`config.mk`:
```
export PLATFORM = sky130hd
export DESIGN_NAME = conv_out_stage
export DESIGN_NICKNAME = d
export VERILOG_FILES = /design/src/rtl/conv_out_stage.sv
export SDC_FILE = /design/constraint.sdc
export NUM_CORES = 1
export LEC_CHECK = 0
export CAP_MARGIN = 10
export CORE_ASPECT_RATIO = 2
export CORE_MARGIN = 5
export CORE_UTILIZATION = 35
export DETAILED_ROUTE_END_ITERATION = 7
export PLACE_DENSITY = 0.64
export RECOVER_POWER = 25
export SETUP_SLACK_MARGIN = 0.2
export SLEW_MARGIN = 20
export SYNTH_ARGS = -nofsm -noshare
export SYNTH_HDL_FRONTEND = slang
export SYNTH_SLANG_ARGS = --single-unit
```
`constraint.sdc`:
```
create_clock -name clk -period 6.3 [get_ports clk]
set_input_delay 1.26 -clock clk [delete_from_list [all_inputs] [get_ports clk]]
set_output_delay 1.26 -clock clk [all_outputs]
set_load 0.05 [all_outputs]
```
`src/rtl/conv_out_stage.sv`:
```
// conv_out_stage: keeps full-window positions of the partial-sum stream, then adds bias,
// rounds, optionally applies ReLU and saturates into a valid-qualified output stream.
module conv_out_stage #(
    parameter int IMAGE_WIDTH  = 28,
    parameter int KERNEL_WIDTH = 5,
    parameter int OUT_WIDTH    = 16,
    parameter int FRAC_SHIFT   = 8,
    parameter bit RELU_EN      = 1'b1
) (
    input  logic                        clk,
    input  logic                        reset,
    input  logic signed [39:0]          psum_in,
    input  logic                        psum_valid,
    input  logic                        sof,
    input  logic signed [15:0]          bias,
    output logic signed [OUT_WIDTH-1:0] out_data,
    output logic                        out_valid,
    output logic                        frame_done
);
    localparam int CW = $clog2(IMAGE_WIDTH);
    localparam logic [CW-1:0] LAST = CW'(IMAGE_WIDTH - 1);
    localparam logic [CW-1:0] EDGE = CW'(KERNEL_WIDTH - 1);
    localparam logic signed [41:0] HALF = 42'sd1 <<< (FRAC_SHIFT - 1);
    localparam logic signed [41:0] MAXV = (42'sd1 <<< (OUT_WIDTH - 1)) - 42'sd1;
    localparam logic signed [41:0] MINV = -(42'sd1 <<< (OUT_WIDTH - 1));

    logic [CW-1:0] col_q, col_d, row_q, row_d, pos_col, pos_row;
    logic s1_valid_q, s1_valid_d, s1_last_q, s1_last_d;
    logic signed [40:0] s1_sum_q, s1_sum_d;
    logic signed [OUT_WIDTH-1:0] out_data_q, out_data_d;
    logic out_valid_q, out_valid_d, frame_done_q, frame_done_d;
    logic signed [41:0] rnd, shr, rel;

    always_comb begin
        // sof forces the current word to (0,0); the counters then step from there
        pos_col = sof ? '0 : col_q;
        pos_row = sof ? '0 : row_q;
        col_d = !psum_valid ? col_q : pos_col == LAST ? '0 : pos_col + 1'b1;
        row_d = !psum_valid ? row_q : pos_col != LAST ? pos_row : pos_row == LAST ? '0 : pos_row + 1'b1;
        s1_valid_d = psum_valid && pos_row >= EDGE && pos_col >= EDGE;
        s1_last_d = s1_valid_d && pos_row == LAST && pos_col == LAST;
        s1_sum_d = 41'(psum_in) + 41'(bias);
        rnd = 42'(s1_sum_q) + HALF;
        shr = rnd >>> FRAC_SHIFT;
        rel = (RELU_EN && shr < 0) ? '0 : shr;
        out_data_d = !s1_valid_q ? out_data_q
                   : rel > MAXV ? MAXV[OUT_WIDTH-1:0]
                   : rel < MINV ? MINV[OUT_WIDTH-1:0]
                   : rel[OUT_WIDTH-1:0];
        out_valid_d = s1_valid_q;
        frame_done_d = s1_last_q;
    end

    always_ff @(posedge clk or posedge reset) begin
        if (reset) begin
            col_q        <= '0;
            row_q        <= '0;
            s1_valid_q   <= 1'b0;
            s1_last_q    <= 1'b0;
            s1_sum_q     <= '0;
            out_data_q   <= '0;
            out_valid_q  <= 1'b0;
            frame_done_q <= 1'b0;
        end else begin
            col_q        <= col_d;
            row_q        <= row_d;
            s1_valid_q   <= s1_valid_d;
            s1_last_q    <= s1_last_d;
            s1_sum_q     <= s1_sum_d;
            out_data_q   <= out_data_d;
            out_valid_q  <= out_valid_d;
            frame_done_q <= frame_done_d;
        end
    end

    assign out_data   = out_data_q;
    assign out_valid  = out_valid_q;
    assign frame_done = frame_done_q;
endmodule

```
# After elaboration in Yosys (flattened, before gate mapping)
# Index checks and enable logic that the tools add are counted.
dict set report totals {
  ff_bits 71
  latch_bits 0
  ramBits 0
  mem_bits_ro 0
  output_inout_bits 18
  elab_cells 32
  memories 0
}
dict set report op_classes {
  n_addsub 4
  multipliers 0
  div 0
  magnitude_cmp 5
  eq_ne 3
  shift 0
  mux 8
  n_bitwise 0
  n_reduce_logical 4
}
# op n
set op_table {}
lappend op_table {{$add 41x9->42 const B} 1}
lappend op_table {{$gt 42x16->1 const B} 1}
lappend op_table {{$lt 42x16->1 const B} 1}
lappend op_table {{$mux 42} 1}
lappend op_table {{$add 40x16->41} 1}
lappend op_table {{$lt 34x1->1 const B} 1}
lappend op_table {{$mux 16} 2}
lappend op_table {{$mux 5} 5}
lappend op_table {{$add 5x1->5 const B} 2}
lappend op_table {{$eq 5x5->1 const B} 2}
lappend op_table {{$ge 5x3->1 const B} 2}
lappend op_table {{$ne 5x5->1 const B} 1}
lappend op_table {{$logic_and 1x1->1} 4}

# Longest topological paths before layout
# Gate-level depths: netlist of run 1.
dict set report logic_depth {
  depth_word 6
  depth_mapped 11
}

# Least setup slack after synthesis of run 1
# OpenSTA, ideal clock, no wires.
dict set report synth_path {
  kind {input to register}
  start {in psum_in[19]}
  end {reg s1_sum_q[39]}
  arrival_ps 3477
  required_ps 6221
  slack_ps 2744
  stages 9
  path_buffers 1
  path_cell_list {ha_1 > clkbuf_1 > and4_1 > nand3_1 > or4_1 > o21bai_1 > a21boi_1 > o41ai_1 > xor2_1}
}
dict set report synth_between {
  elab_chain_len 1
}
# element line_no
set synth_rtl {}
lappend synth_rtl {{start: declaration} 12} ;# input logic signed [39:0] psum_in,
lappend synth_rtl {{$add 40x16->41} 42} ;# s1_sum_d = 41'(psum_in) + 41'(bias);
lappend synth_rtl {{net s1_sum_d[39]} 29} ;# logic signed [40:0] s1_sum_q, s1_sum_d;
lappend synth_rtl {{end signal: assignment} 69} ;# s1_sum_q <= s1_sum_d;
lappend synth_rtl {{end: declaration} 29}
# The timed path passes the listed nets, and every way through them passes these cells.
# A chain may end at the register's enable or synchronous reset.

==> results by group, run 1 <==
Cells and area
  • Net count reported at finish: 690
  • Ant. Diodes: 0
  • Layout area overhead: 26.1%
  • Layout Utilization: 45.1%
  • Layout cells sized above 1: 7.28%

Timing
  • Final Cycle Share: 68.2%
  • Layout Skew: 0.00461 ns
  • Setup tns final: 0 ns
  • Max Slew Vio Count: 65
  • Final Hold Fails: 0
  • Worst Tran Pin Value: 3.22 ns
  • RSZ-0062 raised after global routing: no
  • Slew HR: -115%
  • Max Fclk: 233 MHz
  • Final setup viols: 0
  • Min cycle time layout: 4.30 ns

Synthesis
  • Cell taking the most area after synthesis: dfrtp_1
  • Post-Syn Instances: 512
  • Mapped Area: 4680 um^2
  • EDFF count, synth: 0
  • Async set-reset flop share out of synthesis: 100%
  • Seq cells post-synth: 64
  • Prevailing post-synth register cell: dfrtp_1
  • Seq/Total Area, Yosys: 34.2%
  • Synthesized net count: 616
  • Synth cell types: 64
  • Synth Area per Inst: 9.14 um^2
  • Synth top area cells: dfrtp_1 34%, ha_1 12%, a21oi_1 5.9%
  • Synth warnings: 0
  • Synth top area share: 34.2%

Global routing
  • Met3 GRT Util: 2.48%
  • GRT Util Overall: 14.5%
  • GR Util met2: 27.6%
  • Met1 Resource Use GR: 14.5%
  • Vias in the first global route: 4194
  • Initial antenna violation count: 0
  • Total grt overflow: 0
  • Busiest grt layer: met2
  • Global-route wire length before repair: 19000 um
  • Largest net degree at the start of global routing: 65

Clock network
  • Htree depth: 3
  • CTS tree: built
  • Root Buffer: clkbuf_16
  • Hold bufs inserted after CTS: 0
  • CTS Buffer Depth: 2
  • Clk sinks: 64
  • Post-cts gate resize count: 0
  • CTS buffer count: 9
  • Post CTS Setup Buffer Count: 0
  • Clk pin slew, worst setup/hold paths: 0.06 ns
  • Worst skew pair latency: 0.33 ns

Placed design
  • Gpl congestion: 0.854
  • Buffers on Ports: 77
  • HPWL after DPL: 9130 um

Setup path
  • Critical-path cell list: clkdlybuf4s50_1 -> clkinv_1 -> clkbuf_1
  • CP max FO: 64
  • CP Data Required Time: 6.01 ns
  • CP max stage delay: 2.27 ns
  • Critical Path Sink Type: async pin
  • Worst reg2reg setup slack: 2.97 ns
  • Arr. time, crit path: 4.01 ns
  • Worst path top cell family by delay: buffers and inverters
  • Reg-to-Reg Start: s1_sum_q[13]
  • Critical Path Start Type: input pin
  • Worst Setup SP: reset
  • Setup Crit Path Kind: input pin to async pin
  • CP max stage cell: clkbuf_1
  • Buf+Inv Stages, Crit Path: 3

Route
  • 1st-pass router iterations: 5
  • Routed len/inst: 15.1 um
  • Post-route ant nets: 0
  • Via density: 5.52
  • Final wirelength: 11200 um
  • DR vias: 4098
  • DRC Markers: 0
  • Iteration-0 DRC Markers: 149

Floorplan
  • Chip width: 91.8 um
  • Die area: 15900 um^2
  • Starting density of the core: 35.8%
  • Core footprint: 13100 um^2
  • Die height: 174 um
  • Num ports: 78
  • Cell row count: 59

Power
  • Clk pwr share: 36.1%
  • PD cells: 245 nW/um^2
  • VDD IR max: 131 uV
  • Sw frac: 30.9%
  • Combinational fraction of design power: 26.5%
  • Static Leak: 2.51 nW
  • Psw: 0.447 mW
  • Sequential group share of total power: 37.3%
  • P_int: 0.998 mW

Flow run
  • Max-Cap Viols: 1

Hold path
  • HP Class: register to register
  • Hold Crit Start: frame_done_d

Run status
  • Status: finished with violations
  • Failing checks: capacitance limit, slew limit
[cell usage in the layout (no fill, tap or decap), types with 5 or more instances in the layout]
cell type | Yosys | final
a21oi_2 | 10 | 10
a21o_1 | 14 | 14
nand3_1 | 28 | 28
a21oi_1 | 55 | 55
clkdlybuf4s50_1 | 0 | 77
nand2b_1 | 10 | 10
inv_1 | 17 | 16
nand2_1 | 41 | 41
o21ai_0 | 39 | 39
and3_1 | 8 | 8
a31oi_1 | 5 | 5
o31ai_1 | 5 | 5
o2bb2ai_1 | 5 | 5
nand4_1 | 13 | 13
dfrtp_1 | 64 | 64
nor2_1 | 12 | 12
ha_1 | 44 | 44
xor2_1 | 25 | 25
clkbuf_16 | 0 | 9
nor3_1 | 9 | 9
xnor2_1 | 24 | 24
[area by class of cell]
cell class | count | area [um^2]
Fill cell | 1244 | 7170
Multi-Input combinational cell | 413 | 2930
Inverter | 18 | 67.6
Clock inverter | 7 | 96.3
Tap cell | 152 | 190
Sequential cell | 64 | 1600
Timing Repair Buffer | 80 | 790
Clock buffer | 9 | 225
[Yosys cell counts, types with 5 or more instances]
| library cell | instances |
|---|---|
| dfrtp_1 | 64 |
| a21oi_1 | 55 |
| ha_1 | 44 |
| nand2_1 | 41 |
| o21ai_0 | 39 |
| nand3_1 | 28 |
| xor2_1 | 25 |
| xnor2_1 | 24 |
| inv_1 | 17 |
| a21o_1 | 14 |
| clkbuf_1 | 13 |
| nand4_1 | 13 |
| nor2_1 | 12 |
| a21oi_2 | 10 |
| nand2b_1 | 10 |
| nor3_1 | 9 |
| and3_1 | 8 |
| a31oi_1 | 5 |
| o2bb2ai_1 | 5 |
| o31ai_1 | 5 |
[final timing paths]
path                       depth (start not counted)           end
setup / recovery                                   3  s1_sum_q[11]
hold / removal                                     0    frame_done
setup reg to reg                                   8   out_data[0]
hold reg to reg                                    0    frame_done
max in group clk                                  10  s1_sum_q[39]
min in group asynchronous                          3      col_q[3]
[flip-flops by register name, indices dropped and copies added, names as in the netlist]
register,flops
frame_done_d,1
col_q,5
out_valid,1
row_q,5
s1_sum_q,34
out_valid_d,1
out_data,16
frame_done,1
[metal layers]
layer	wire length, um	part of all wire, %	vias to the layer above
li1	-	-	2055
met3	394	3.5	26
met4	457	4.1	0
met1	4080	36	1936
met2	6300	56	81
met5	0	0	-
[metrics by stage]
step	area, um^2	cells	hold slack (ns)	worst slack, ns	power, mW
after floorplan	4680	512	0.331	2.74	0.807
after global placement	5580	727	0.335	2.01	0.921
after detailed placement	5580	727	0.344	1.93	0.931
after CTS	5900	743	0.356	2.26	1.46
after global routing	5900	743	0.378	1.08	1.53
final	5900	743	0.352	2.00	1.45
[cells by family (layout without fill, tap and decap cells)]
| family | count (synthesis) | count (layout) | synth area share (%) |
|---|---|---|---|
| adder cells (fa/ha/maj) | 44 | 44 | 11.8 |
| flip-flops | 64 | 64 | 34.2 |
| buffers and inverters | 35 | 114 | 3.16 |
| XOR/XNOR | 49 | 49 | 9.17 |
| multiplexers | 5 | 5 | 1.18 |
| AND/OR/NAND/NOR | 145 | 145 | 17.2 |
| AO/OA/AOI/OAI | 170 | 170 | 23.3 |
[power by group through the flow]
stage | Sequential [mW] | Clock, mW | Combinational, mW
2_1_floorplan | 0.550 | 0 | 0.257
3_3_place_gp | 0.543 | 0 | 0.379
3_5_place_dp | 0.546 | 0 | 0.385
4_1_cts | 0.539 | 0.533 | 0.387
5_1_grt | 0.549 | 0.551 | 0.428
6_report | 0.540 | 0.523 | 0.383
(Power assumes the default switching activity.)
==> inputs of run 2 (changes only) <==
--- a/config.mk
+++ b/config.mk
@@ -10,7 +10,7 @@
 export CORE_MARGIN = 5
 export CORE_UTILIZATION = 35
 export DETAILED_ROUTE_END_ITERATION = 7
-export PLACE_DENSITY = 0.64
+export PLACE_DENSITY = 0.67
 export RECOVER_POWER = 25
 export SETUP_SLACK_MARGIN = 0.2
 export SLEW_MARGIN = 20
==> constraint.sdc (replaced) <==
create_clock -name clk -period 3.78 [get_ports clk]
set_input_delay 0.756 -clock clk [delete_from_list [all_inputs] [get_ports clk]]
set_output_delay 0.756 -clock clk [all_outputs]
set_load 0.05 [all_outputs]
==> results by group, run 2 (same netlist as run 1, synthesis figures left out) <==
Run status
  • Status: finished with violations (unchanged)
  • Failing checks: capacitance limit, slew limit (unchanged)

Timing
  • Final Cycle Share: 86.8%
  • Min Hold Slack: 0.346 ns (was 0.352 ns)
  • Min cycle time layout: 3.28 ns
  • RSZ-0062 raised after global routing: no (unchanged)
  • Slew HR: -47.2% (was -115%)
  • Worst Tran Pin Value: 2.20 ns (was 3.22 ns)
  • Final worst slack: 0.500 ns (was 2.00 ns)
  • Max Fclk: 305 MHz
  • Final setup viols: 0 (unchanged)
  • Setup tns final: 0 ns (unchanged)
  • Layout Skew: 0.00399 ns (was 0.00461 ns)
  • Max Slew Vio Count: 53 (was 65)
  • Final Hold Fails: 0 (unchanged)

Power
  • PD cells: 405 nW/um^2 (was 245 nW/um^2)
  • Sequential group share of total power: 37.0% (was 37.3%)
  • Pwr Total: 2.44 mW (was 1.45 mW)
  • Combinational fraction of design power: 27.3% (was 26.5%)
  • Psw: 0.742 mW (was 0.447 mW)
  • VDD IR max: 214 uV (was 131 uV)
  • Clk pwr share: 35.7% (was 36.1%)
  • Static Leak: 2.58 nW (was 2.51 nW)
  • Sw frac: 30.4% (was 30.9%)
  • P_int: 1.70 mW (was 0.998 mW)

Floorplan
  • Chip width: 91.8 um (unchanged)
  • Die height: 174 um (unchanged)
  • Num ports: 78 (unchanged)
  • Core footprint: 13100 um^2 (unchanged)
  • Die area: 15900 um^2 (unchanged)
  • Starting density of the core: 35.8% (unchanged)
  • Cell row count: 59 (unchanged)

Setup path
  • Arr. time, crit path: 3.52 ns (was 4.01 ns)
  • Critical Path Sink Type: register (was async pin)
  • Critical Path Start Type: input pin (unchanged)
  • CP max FO: 9 (was 64)
  • CP Data Required Time: 4.02 ns (was 6.01 ns)
  • Setup Crit Path Kind: input pin to register (was input pin to async pin)

Hold path
  • HP Class: register to register (unchanged)

Global routing
  • Largest net degree at the start of global routing: 53 (was 65)
  • Vias in the first global route: 4318 (was 4194)
  • Global-route wire length before repair: 19500 um (was 19000 um)
  • Total grt overflow: 0 (unchanged)
  • GRT Util Overall: 14.7% (was 14.5%)
  • Initial antenna violation count: 0 (unchanged)

Placed design
  • Post-DP Area: 5690 um^2 (was 5580 um^2)
  • Dpl ws: 0.142 ns (was 1.93 ns)
  • Gpl congestion: 0.876 (was 0.854)
  • Buffers on Ports: 77 (unchanged)
  • DP Cell Count: 742 (was 727)
  • HPWL after DPL: 9620 um (was 9130 um)

Clock network
  • Worst skew pair latency: 0.32 ns (was 0.33 ns)
  • Clk pin slew, worst setup/hold paths: 0.05 ns (was 0.06 ns)
  • Hold bufs inserted after CTS: 0 (unchanged)
  • CTS tree: built (unchanged)
  • Root Buffer: clkbuf_16 (unchanged)
  • Clk sinks: 64 (unchanged)
  • CTS buffer count: 9 (unchanged)
  • CTS Buffer Depth: 2 (unchanged)
  • Htree depth: 3 (unchanged)

Route
  • DRC Markers: 0 (unchanged)
  • Via density: 5.56 (was 5.52)
  • Iteration-0 DRC Markers: 157 (was 149)
  • DR vias: 4214 (was 4098)
  • Post-route ant nets: 0 (unchanged)
  • Final wirelength: 11600 um (was 11200 um)
  • Routed len/inst: 15.3 um (was 15.1 um)
  • 1st-pass router iterations: 5 (unchanged)

Cells and area
  • Max reg flops: 34 (unchanged)
  • Most frequent cells in the layout: 76 x clkdlybuf4s50_1, 64 x dfrtp_1, 55 x a21oi_1, 44 x ha_1, 41 x nand2_1 (was 77 x clkdlybuf4s50_1, 64 x dfrtp_1, 55 x a21oi_1, 44 x ha_1, 41 x nand2_1)
  • Non-Filler Instances: 758 (was 743)
  • Net count reported at finish: 705 (was 690)
  • FF/Latch Area: 1600 um^2 (unchanged)
  • Final instance area: 6020 um^2 (was 5900 um^2)
  • Leading cell type in the layout, fill and taps excluded: clkdlybuf4s50_1 (unchanged)
  • Ant. Diodes: 0 (unchanged)
  • Layout area overhead: 28.6% (was 26.1%)
  • Top reg by flops: s1_sum_q (unchanged)
  • Fillers: 1254 (was 1244)
  • Area occupied by multi-input gates: 2930 um^2 (unchanged)
  • Layout cells sized above 1: 9.74% (was 7.28%)
  • Layout Utilization: 46.1% (was 45.1%)

Flow run
  • Max-Cap Viols: 1 (unchanged)
==> run 2: final timing paths <==
kind	startpoint	endpoint	slack [ns]	cells past startpoint
worst min register to register	frame_done_d	frame_done	0.35	0
worst min-delay path	frame_done_d	frame_done	0.35	0
worst max-delay path	bias[15]	s1_sum_q[39]	0.50	10
max in group asynchronous	reset	out_data[6]	1.30	2
worst max register to register	s1_sum_q[13]	out_data[0]	0.83	9
min in group asynchronous	reset	frame_done_d	1.47	2
==> run 2: power groups by stage <==
stage          registers [mW]  logic [mW]  clock network (mW)
2_1_floorplan           0.917       0.428                   0
3_3_place_gp            0.903       0.648                   0
3_5_place_dp            0.913       0.665                   0
4_1_cts                 0.901       0.669               0.890
5_1_grt                 0.919       0.734               0.917
6_report                0.902       0.665               0.871
==> run 2: critical path: stages <==
cell and delay, ns:
clkdlybuf4s50_1 0.40, buf_4 0.17, ha_1 0.30, and4_1 0.22, nand3_1 0.10, or4_1 0.56, o21bai_1 0.21, a21boi_1 0.13
o41ai_1 0.45, xor2_1 0.21
==> run 2: repair_timing <==
item	CTS	global route
endpoints found under the setup margin	0	1
buffers inserted	0	0
gates resized for setup	0	1
==> run 2: layer usage <==
layer / GRT usage, % / part of all wire (%) / routed length [um] / vias up
met5: 0 / 0 / 0 / -
met4: 7.44 / 3.3 / 388 / 0
met3: 2.13 / 3.2 / 367 / 30
met2: 29.2 / 58 / 6760 / 92
met1: 14.2 / 35 / 4110 / 2004
li1: - / - / - / 2088
==> run 2: area by class of cell <==
type	instances	area share, %
Timing Repair Buffer	95	15.1
Multi-Input combinational cell	413	48.7
Clock buffer	11	4.03
Sequential cell	64	26.6
Clock inverter	5	1.33
Inverter	18	1.14
Tap cell	152	3.16
